### config.mk
export PLATFORM = sky130hd
export DESIGN_NAME = secuenciador_alu
export DESIGN_NICKNAME = d
export VERILOG_FILES = /design/src/rtl/secuenciador_alu.sv
export SDC_FILE = /design/constraint.sdc
export NUM_CORES = 1
export LEC_CHECK = 0
export BUFFER_PORTS_ARGS = -buffer_cell sky130_fd_sc_hd__buf_2
export CAP_MARGIN = 10
export CORE_ASPECT_RATIO = 0.8
export CORE_MARGIN = 5
export CORE_UTILIZATION = 50
export CTS_CLUSTER_SIZE = 10
export DETAILED_ROUTE_END_ITERATION = 10
export HOLD_SLACK_MARGIN = 0.15
export PLACE_DENSITY = 0.77
export SLEW_MARGIN = 20
export SYNTH_ARGS = -nofsm -noshare
export SYNTH_HDL_FRONTEND = slang
export SYNTH_SLANG_ARGS = --single-unit
### constraint.sdc
create_clock -name clk -period 2.67 [get_ports clk]
set_input_delay 0 -clock clk [delete_from_list [all_inputs] [get_ports clk]]
set_output_delay 0 -clock clk [all_outputs]
set_load 0.1 [all_outputs]
### src/rtl/secuenciador_alu.sv
// secuenciador_alu: registered command/response front end for the
// combinational unidad_logico_aritmetica.
module secuenciador_alu #(
    parameter int N      = 4,
    parameter int SETTLE = 1
) (
    input  logic         clk,
    input  logic         rst_n,
    input  logic         cmd_valid,
    output logic         cmd_ready,
    input  logic [N-1:0] cmd_a,
    input  logic [N-1:0] cmd_b,
    input  logic [3:0]   cmd_op,
    output logic [N-1:0] alu_a,
    output logic [N-1:0] alu_b,
    output logic [3:0]   alu_ctrl,
    input  logic [N-1:0] alu_resultado,
    input  logic         alu_neg,
    input  logic         alu_cero,
    input  logic         alu_ovf,
    input  logic         alu_carry,
    output logic         rsp_valid,
    input  logic         rsp_ready,
    output logic [N-1:0] rsp_resultado,
    output logic [3:0]   rsp_flags,
    output logic         rsp_error,
    output logic [7:0]   op_count
);

    typedef enum logic [1:0] {IDLE, WAIT, RESP} state_t;

    state_t       state_q, state_d;
    logic [3:0]   cnt_q, cnt_d;
    logic         illegal_q, illegal_d;
    logic         cmd_ready_d;
    logic [N-1:0] alu_a_d, alu_b_d;
    logic [3:0]   alu_ctrl_d;
    logic         rsp_valid_d;
    logic [N-1:0] rsp_res_d;
    logic [3:0]   rsp_flags_d;
    logic         rsp_error_d;
    logic [7:0]   op_count_d;

    // State register
    always_ff @(posedge clk or negedge rst_n) begin
        if (!rst_n) state_q <= IDLE;
        else        state_q <= state_d;
    end

    // Next state and next values of every registered output.
    // An illegal opcode spends one cycle in WAIT with its zeroed,
    // error-marked response already loaded, so it answers one edge
    // after acceptance without ever sampling the ALU.
    always_comb begin
        state_d     = state_q;
        cnt_d       = cnt_q;
        illegal_d   = illegal_q;
        alu_a_d     = alu_a;
        alu_b_d     = alu_b;
        alu_ctrl_d  = alu_ctrl;
        rsp_valid_d = rsp_valid;
        rsp_res_d   = rsp_resultado;
        rsp_flags_d = rsp_flags;
        rsp_error_d = rsp_error;
        op_count_d  = op_count;
        unique case (state_q)
            IDLE: begin
                if (cmd_valid && cmd_ready) begin
                    alu_a_d    = cmd_a;
                    alu_b_d    = cmd_b;
                    alu_ctrl_d = cmd_op;
                    illegal_d  = (cmd_op >= 4'hE);
                    state_d    = WAIT;
                    if (cmd_op >= 4'hE) begin
                        cnt_d       = 4'd1;
                        rsp_error_d = 1'b1;
                        rsp_res_d   = '0;
                        rsp_flags_d = '0;
                    end else begin
                        cnt_d = 4'(SETTLE);
                    end
                end
            end
            WAIT: begin
                cnt_d = cnt_q - 4'd1;
                if (cnt_q == 4'd1) begin
                    if (!illegal_q) begin
                        rsp_res_d   = alu_resultado;
                        rsp_flags_d = {alu_neg, alu_cero, alu_ovf, alu_carry};
                        rsp_error_d = 1'b0;
                    end
                    rsp_valid_d = 1'b1;
                    state_d     = RESP;
                end
            end
            RESP: begin
                if (rsp_ready) begin
                    rsp_valid_d = 1'b0;
                    op_count_d  = op_count + 8'd1;
                    state_d     = IDLE;
                end
            end
            default: state_d = IDLE;
        endcase
        cmd_ready_d = (state_d == IDLE);
    end

    // Datapath and handshake registers
    always_ff @(posedge clk or negedge rst_n) begin
        if (!rst_n) begin
            cnt_q         <= '0;
            illegal_q     <= 1'b0;
            cmd_ready     <= 1'b0;
            alu_a         <= '0;
            alu_b         <= '0;
            alu_ctrl      <= '0;
            rsp_valid     <= 1'b0;
            rsp_resultado <= '0;
            rsp_flags     <= '0;
            rsp_error     <= 1'b0;
            op_count      <= '0;
        end else begin
            cnt_q         <= cnt_d;
            illegal_q     <= illegal_d;
            cmd_ready     <= cmd_ready_d;
            alu_a         <= alu_a_d;
            alu_b         <= alu_b_d;
            alu_ctrl      <= alu_ctrl_d;
            rsp_valid     <= rsp_valid_d;
            rsp_resultado <= rsp_res_d;
            rsp_flags     <= rsp_flags_d;
            rsp_error     <= rsp_error_d;
            op_count      <= op_count_d;
        end
    end

endmodule

---- Yosys cells after proc, flatten, opt, wreduce, memory -nomap -nowiden ----
Cells that the tools add are included.
storage, ports and cells
  register bits after elaboration ......... 38
  logic and storage cells ................. 55
  output and inout port bits .............. 31
operators by class
  order comparisons ....................... 1
  multiplexer cells ....................... 22
  add/sub/neg operators ................... 2
  equality and inequality tests ........... 8
  reductions and logical operators ........ 10
operators with widths
  cell                 number
  $mux 4               7
  $pmux 4 s2           3
  $ne 2x2->1 const B   5
  $add 8x1->8 const B  1
  $mux 1               6
  $mux 2               3
  $pmux 2 s3           1
  $reduce_and 2->1     3
  $reduce_and 5->1     1
  $eq 4x1->1 const B   1
  $ge 4x4->1 const B   1
  $logic_not 2->1      2
  $pmux 1 s2           2
  $reduce_bool 2->1    2
  $sub 4x1->4 const B  1
  $reduce_and 3->1     1
  $eq 2x1->1 const B   1
  $eq 2x2->1 const B   1
  $logic_and 1x1->1    1

---- Longest topological paths before layout ----
Gate-level depths: netlist of run 1.
  depth in word-level cells ............... 4
  mapped depth ............................ 6

---- Worst setup path after synthesis of run 1 ----
OpenSTA, ideal clock, no wires.
  path type ............................... register to register
  start ................................... register op_count[0]
  end ..................................... register op_count[4]
  arrival time ............................ 1.719 ns
  cell stages (with the launch flop) ...... 5
  path slack .............................. 0.791 ns
  period minus slack after synthesis ...... 1.879 ns
  path buffers ............................ 0
  data required time ...................... 2.510 ns
  cell sequence ........................... dfrtp_1 ha_1 and4b_1 nand3_1 xnor2_1
between the ends
  word-level cells in the longest chain between the ends .. 1
RTL lines
  item                    RTL line  text
  from (decl)             27        output logic [7:0] op_count
  from (signal assigned)  133       op_count <= op_count_d;
  $add 8x1->8             99        op_count_d = op_count + 8'd1;
Every way passes these cells.
A chain may end at the register's enable or synchronous reset.

---- Worst setup path after layout of run 1 ----
  start ................................... register cnt_q[1]
  end ..................................... register rsp_flags[2]
between the ends
  word-level cells in the longest chain between the ends .. 3
RTL lines
  item                               RTL line  text
  from (decl)                        33        logic [3:0] cnt_q, cnt_d;
  from (signal assigned)             123       cnt_q <= cnt_d;
  $eq 4x1->1                         86        if (cnt_q == 4'd1) begin
  $ne 2x2->1 (no source line)        --
  $reduce_and 5->1 (no source line)  --
  to (signal assigned)               131       rsp_flags <= rsp_flags_d;
  to (decl)                          25        output logic [3:0] rsp_flags,
Every way passes these cells.

==> run metrics, run 1 <==
Hold Vio Cnt, Final 0; Synth Cell Area 1640 µm²; hold depth 3; Iter 0 DRT Violations 50; reg-to-reg endpoint rsp_flags[2]; GRT Resource Usage Total 19.6%; Hold WC Path Type in -> reg; most common cell after layout, fill and taps aside buf_2; Worst Hold Endpoint state_q[0]; Syn-to-layout area delta 36.9%; CORE AREA 3110 µm²; Mapped Nets roughly 190; worst r2r src cnt_q[1]; WL/cell 14.6 µm; post-layout minimum cycle time between 1.5 and 2 ns; Die ar. 4520 µm²; number of global-route vias before repair around 1500; largest net degree at the start of global routing 39; setup_tns 0 ns; Clock Latency Late Sink between 0.2 and 0.3 ns; Fillers 242; Highest Clock Rate between 500 and 600 MHz; Final ANT Viol Nets 0; total vias in the final route roughly 1400; CTS Root Buffer Type clkbuf_8; worst-path fanout max 8; GPL Wtd Cong approximately 0.74; initial antenna violation count 0; initial core utilization 52.6%; Via density 4.97; Cell Rows 18; GRT overflow 0; Reg clk slew, reported paths ~0.070 ns; max-slew violations 0; critical path endpoint category flop; Chip Width 73.9 µm; footprint of the multi-input gates 626 µm²; beginning of the worst hold path cmd_valid; # diodes 0; slew margin rel. between 40 and 50%; flip-flop and latch area between 900 and 1000 µm²; Ys Warns 0; Yosys reg bits 38; Final Setup Violations 0; Max-cap violations 0; post-synth cell types 29; RSZ-0062 raised after global routing no; status complete, no violations; die height 61.2 µm; Clock Path Buffers 2; Initial DRT Pass Iterations 4; final worst path period share 67.2%; I/O Buffers 54; Critical Path AT 1.98 ns; Ports 55; H-tree depth 2; Worst Skew 0.00570 ns; Synth Instances between 150 and 200; Post-DP HPWL 2.73 mm; DRC violations left 0; r2r setup slk a little under 0.9 ns; most frequent cells in the layout buf_2, nand2_1, dfrtp_1; WP data required about 2.9 ns; CTS buffer count 5; worst r2r path cells 5; first-pass GRT wire length 6.64 mm; Sinks on Clock Net 38; CTS tree done; layout cell share with drive strength beyond 1 26.6%; sequential area share after synthesis 58.1%; Startpoint Class flop; layout net count 264; Worst Tran Pin Value around 0.84 ns; Mean Syn Cell Area roughly 10 µm²; final WL slightly above 4 mm; Setup CP Type reg -> reg
==> how the worst max path moves through the flow <==
stage                   endpoint         from  slack (ns)  cells past startpoint
CTS                 rsp_flags[2]     cnt_q[1]        0.86                      5
global route        rsp_flags[2]     cnt_q[1]        0.79                      5
floorplan            op_count[4]  op_count[0]        0.79                      4
finish              rsp_flags[2]     cnt_q[1]        0.88                      5
global placement    rsp_flags[1]     cnt_q[1]        1.03                      5
detailed placement  rsp_flags[2]     cnt_q[1]        0.86                      5
==> layout make-up <==
cell class	count	share of cell area [%]
tap	40	2.24
sequential	38	42.5
multi-input combinational	105	27.9
inverter	10	1.68
timing repair buffer	77	22.2
clock buffer	7	3.41
==> synth_stat cells <==
cell	n	area share [%]
or4_1	1	0.46
nand4bb_1	1	0.69
o211a_1	1	0.61
o21ai_1	3	0.92
ha_1	3	2.3
o22ai_4	1	1.2
xnor2_1	3	1.6
nor2b_1	1	0.38
inv_1	10	2.3
nand2_1	53	12
buf_2	2	0.61
xor2_1	5	2.7
nand3_1	5	1.5
nor2_1	2	0.46
nand2b_1	2	0.76
or3b_4	1	0.69
nand3b_1	2	0.92
mux2_1	1	0.69
dfrtp_1	38	58
and4bb_2	1	0.76
a21oi_1	1	0.31
and3_1	1	0.38
or2_1	2	0.76
nand4_1	1	0.38
nor3_1	3	0.92
and4b_1	1	0.61
or3b_1	1	0.54
clkbuf_1	3	0.69
mux2i_1	9	5.5
==> per-stage QoR <==
step                      area, µm²  instances  worst slack (ns)  util, %  hold slack, ns
after CTS                      2240        277             0.862     72.0           0.271
after detailed placement       1940        248             0.856     62.5           0.144
final                          2240        277             0.876     72.0           0.271
after global placement         1940        248              1.03     62.5           0.125
after global routing           2240        277             0.794     72.0           0.298
after floorplan                1640        158             0.791        -          -0.296
==> repair_timing <==
item / CTS / global route
gates resized for setup: 0 / 0
setup buffers: 0 / 0
hold buffers: 22 / 0
hold endpoints to repair: 60 / 0
==> kinds of logic (layout without fill, tap and decap cells) <==
family,after synthesis,count (layout),synth area share (%)
simple gates,78,78,22.4
flops,38,38,58.1
buf+inv,15,94,3.60
mux,10,10,6.20
xor+xnor,8,8,4.28
compound gates,6,6,3.06
fa+ha+maj,3,3,2.30
==> state kept, by name, indices dropped and copies added, names as in the netlist <==
name,flops
alu_a,4
alu_b,4
alu_ctrl,4
cmd_ready,1
cnt_q,4
illegal_q,1
op_count,8
rsp_error,1
rsp_flags,4
rsp_resultado,4
rsp_valid,1
state_q,2
==> per-layer routing <==
layer / GRT usage (%) / share of wire, %
met5: 0 / 0
met1: 23.2 / 39
met2: 36.7 / 55
met4: 3.36 / 0
met3: 5.06 / 6.1
==> critical path: stages, from the launching register on <==
cell	delay [ns]
dfrtp_1	0.39
inv_1	0.09
ha_1	0.13
or3b_1	0.44
o22ai_4	0.39
mux2i_1	0.27
Power of run 1 is not shown: default switching activity piles up to over one toggle a cycle in this logic, so the estimate is an artifact.
==> inputs of run 2 (changes only) <==
--- a/config.mk
+++ b/config.mk
@@ -9,11 +9,11 @@
 export CAP_MARGIN = 10
 export CORE_ASPECT_RATIO = 0.8
 export CORE_MARGIN = 5
-export CORE_UTILIZATION = 50
+export CORE_UTILIZATION = 44
 export CTS_CLUSTER_SIZE = 10
 export DETAILED_ROUTE_END_ITERATION = 10
 export HOLD_SLACK_MARGIN = 0.15
-export PLACE_DENSITY = 0.77
+export PLACE_DENSITY = 0.72
 export SLEW_MARGIN = 20
 export SYNTH_ARGS = -nofsm -noshare
 export SYNTH_HDL_FRONTEND = slang
==> constraint.sdc (replaced) <==
create_clock -name clk -period 1.6 [get_ports clk]
set_input_delay 0 -clock clk [delete_from_list [all_inputs] [get_ports clk]]
set_output_delay 0 -clock clk [all_outputs]
set_load 0.1 [all_outputs]
==> run metrics, run 2 (synthesis results as in run 1) <==
I/O Buffers 54 (unchanged); final WL 3.73 mm (was 4.05 mm); CTS buffer count 5 (unchanged); Worst Tran Pin Value 0.812 ns (was 0.836 ns); layout cell share with drive strength beyond 1 35.1% (was 26.6%); GPL Wtd Cong 0.860 (was 0.745); Hold WC Path Type in -> reg (unchanged); worst-path fanout max 8 (unchanged); worst r2r src cnt_q[1] (unchanged); Ports 55 (unchanged); Reg clk slew, reported paths 0.07 ns (about the same); Initial DRT Pass Iterations 4 (unchanged); DRC violations left 0 (unchanged); GRT overflow 0 (unchanged); WP data required 1.81 ns (was 2.86 ns); Hold Vio Cnt, Final 0 (unchanged); Top reg by flops op_count (unchanged); global routing usage on met3 5.68% (was 5.06%); die height 64.5 µm (was 61.2 µm); slack of the critical path -0.0215 ns (was 0.876 ns); initial antenna violation count 0 (unchanged); Chip Width 78.2 µm (was 73.9 µm); max FFs per register 8 (unchanged); Startpoint Class flop (unchanged); worst r2r path cells 6 (was 5); most frequent cells in the layout buf_2, nand2_1, dfrtp_1 (unchanged); critical path endpoint category flop (unchanged); post-layout minimum cycle time 1.62 ns (was 1.79 ns); r2r setup slk -0.02 ns (was 0.88 ns); Finished Cell Area 2370 µm² (was 2240 µm²); Cell Rows 19 (was 18); RSZ-0062 raised after global routing yes (was no); hold depth 4 (was 3); Final Setup Violations 1 (was 0); Via density 4.78 (was 4.97); Setup CP Type reg -> reg (unchanged); largest net degree at the start of global routing 39 (unchanged); M2 GR Usage 26.1% (was 36.7%); status finished with violations (was complete, no violations); H-tree depth 2 (unchanged); GR peak layer met2 (unchanged); layout net count 274 (was 264); Highest Clock Rate 617 MHz (was 557 MHz); Sinks on Clock Net 38 (unchanged); most common cell after layout, fill and taps aside buf_2 (unchanged); failing checks negative setup slack; reg-to-reg endpoint rsp_flags[1] (was rsp_flags[2]); Die ar. 5040 µm² (was 4520 µm²); # diodes 0 (unchanged); Critical Path AT 1.83 ns (was 1.98 ns); Iter 0 DRT Violations 27 (was 50); beginning of the worst hold path cmd_valid (unchanged); GRT Resource Usage Total 16.5% (was 19.6%); initial core utilization 46.5% (was 52.6%); Worst Hold Endpoint state_q[0] (unchanged); CTS tree done (unchanged); Worst Skew 0.00511 ns (was 0.00570 ns); Clock Path Buffers 2 (unchanged); Syn-to-layout area delta 45.2% (was 36.9%); slew margin rel. 45.8% (was 44.3%); CORE AREA 3520 µm² (was 3110 µm²); Clock Latency Late Sink 0.29 ns (was 0.27 ns); total vias in the final route 1385 (was 1376); first-pass GRT wire length 6.43 mm (was 6.64 mm); Final ANT Viol Nets 0 (unchanged); WL/cell 12.9 µm (was 14.6 µm); met1 usage 21.3% (was 23.2%); CTS Root Buffer Type clkbuf_8 (unchanged); dpl cell area 2030 µm² (was 1940 µm²); final worst path period share 101% (was 67.2%); number of global-route vias before repair 1385 (was 1497); max-slew violations 0 (unchanged); Post-DP HPWL 2.52 mm (was 2.73 mm); Max-cap violations 0 (unchanged)
[run 2: cell count changes in the layout (fill, tap and decap cells not counted), sizes merged]
cell,delta
buf,+10
clkbuf,-1
clkinv,+1
clkinvlp,+1
[run 2: timing repair]
action / CTS / global route
hold buffers: 22 / 0
endpoints found under the setup margin: 8 / 8
pin swaps: 1 / 1
resized for setup: 1 / 4
setup buffers: 1 / 1
endpoints found under the hold margin: 60 / 0
[run 2: worst max-delay path by stage]
stage,start,endpoint,slack (ns),cells past startpoint
6_report,cnt_q[1],rsp_flags[1],-0.02,6
5_1_grt,cnt_q[1],rsp_resultado[1],-0.09,6
4_1_cts,cnt_q[1],rsp_flags[1],0.007,6
3_5_place_dp,cnt_q[1],rsp_flags[1],-0.04,6
3_3_place_gp,cnt_q[1],rsp_resultado[0],0.03,6
2_1_floorplan,cnt_q[1],rsp_flags[0],0.009,5
[run 2: cell type report]
cell class | instances | area, µm²
timing repair buffer | 87 | 586
clock inverter | 2 | 12.5
tap | 42 | 52.6
clock buffer | 6 | 82.6
fill | 301 | 1140
multi-input combinational | 105 | 644
inverter | 10 | 37.5
sequential | 38 | 960
[run 2: worst max-delay path, stage by stage (launching register included)]
cell	delay [ns]
dfrtp_1	0.39
inv_2	0.08
ha_4	0.11
or3b_4	0.39
o22ai_4	0.20
buf_12	0.16
mux2i_2	0.21
[run 2: layer usage]
metal  vias up  wire, µm  share of wire (%)
met5         -         0                  0
met4         0        57                1.5
met3         7       245                6.6
met2        40      1680                 45
met1       653      1740                 47
li1        685         -                  -
[run 2: through the flow]
stage,util (%),cells,hold WS [ns],TNS (ns),worst slack (ns)
3_5_place_dp,57.6,258,0.144,-0.0454,-0.0356
4_1_cts,66.8,289,0.296,0,0.00725
5_1_grt,67.5,290,0.345,-0.507,-0.0883
6_report,67.5,290,0.312,-0.0215,-0.0215
3_3_place_gp,57.6,258,0.147,0,0.0299
2_1_floorplan,-,158,-0.296,0,0.00942
Power of run 2 is left out for the same reason.
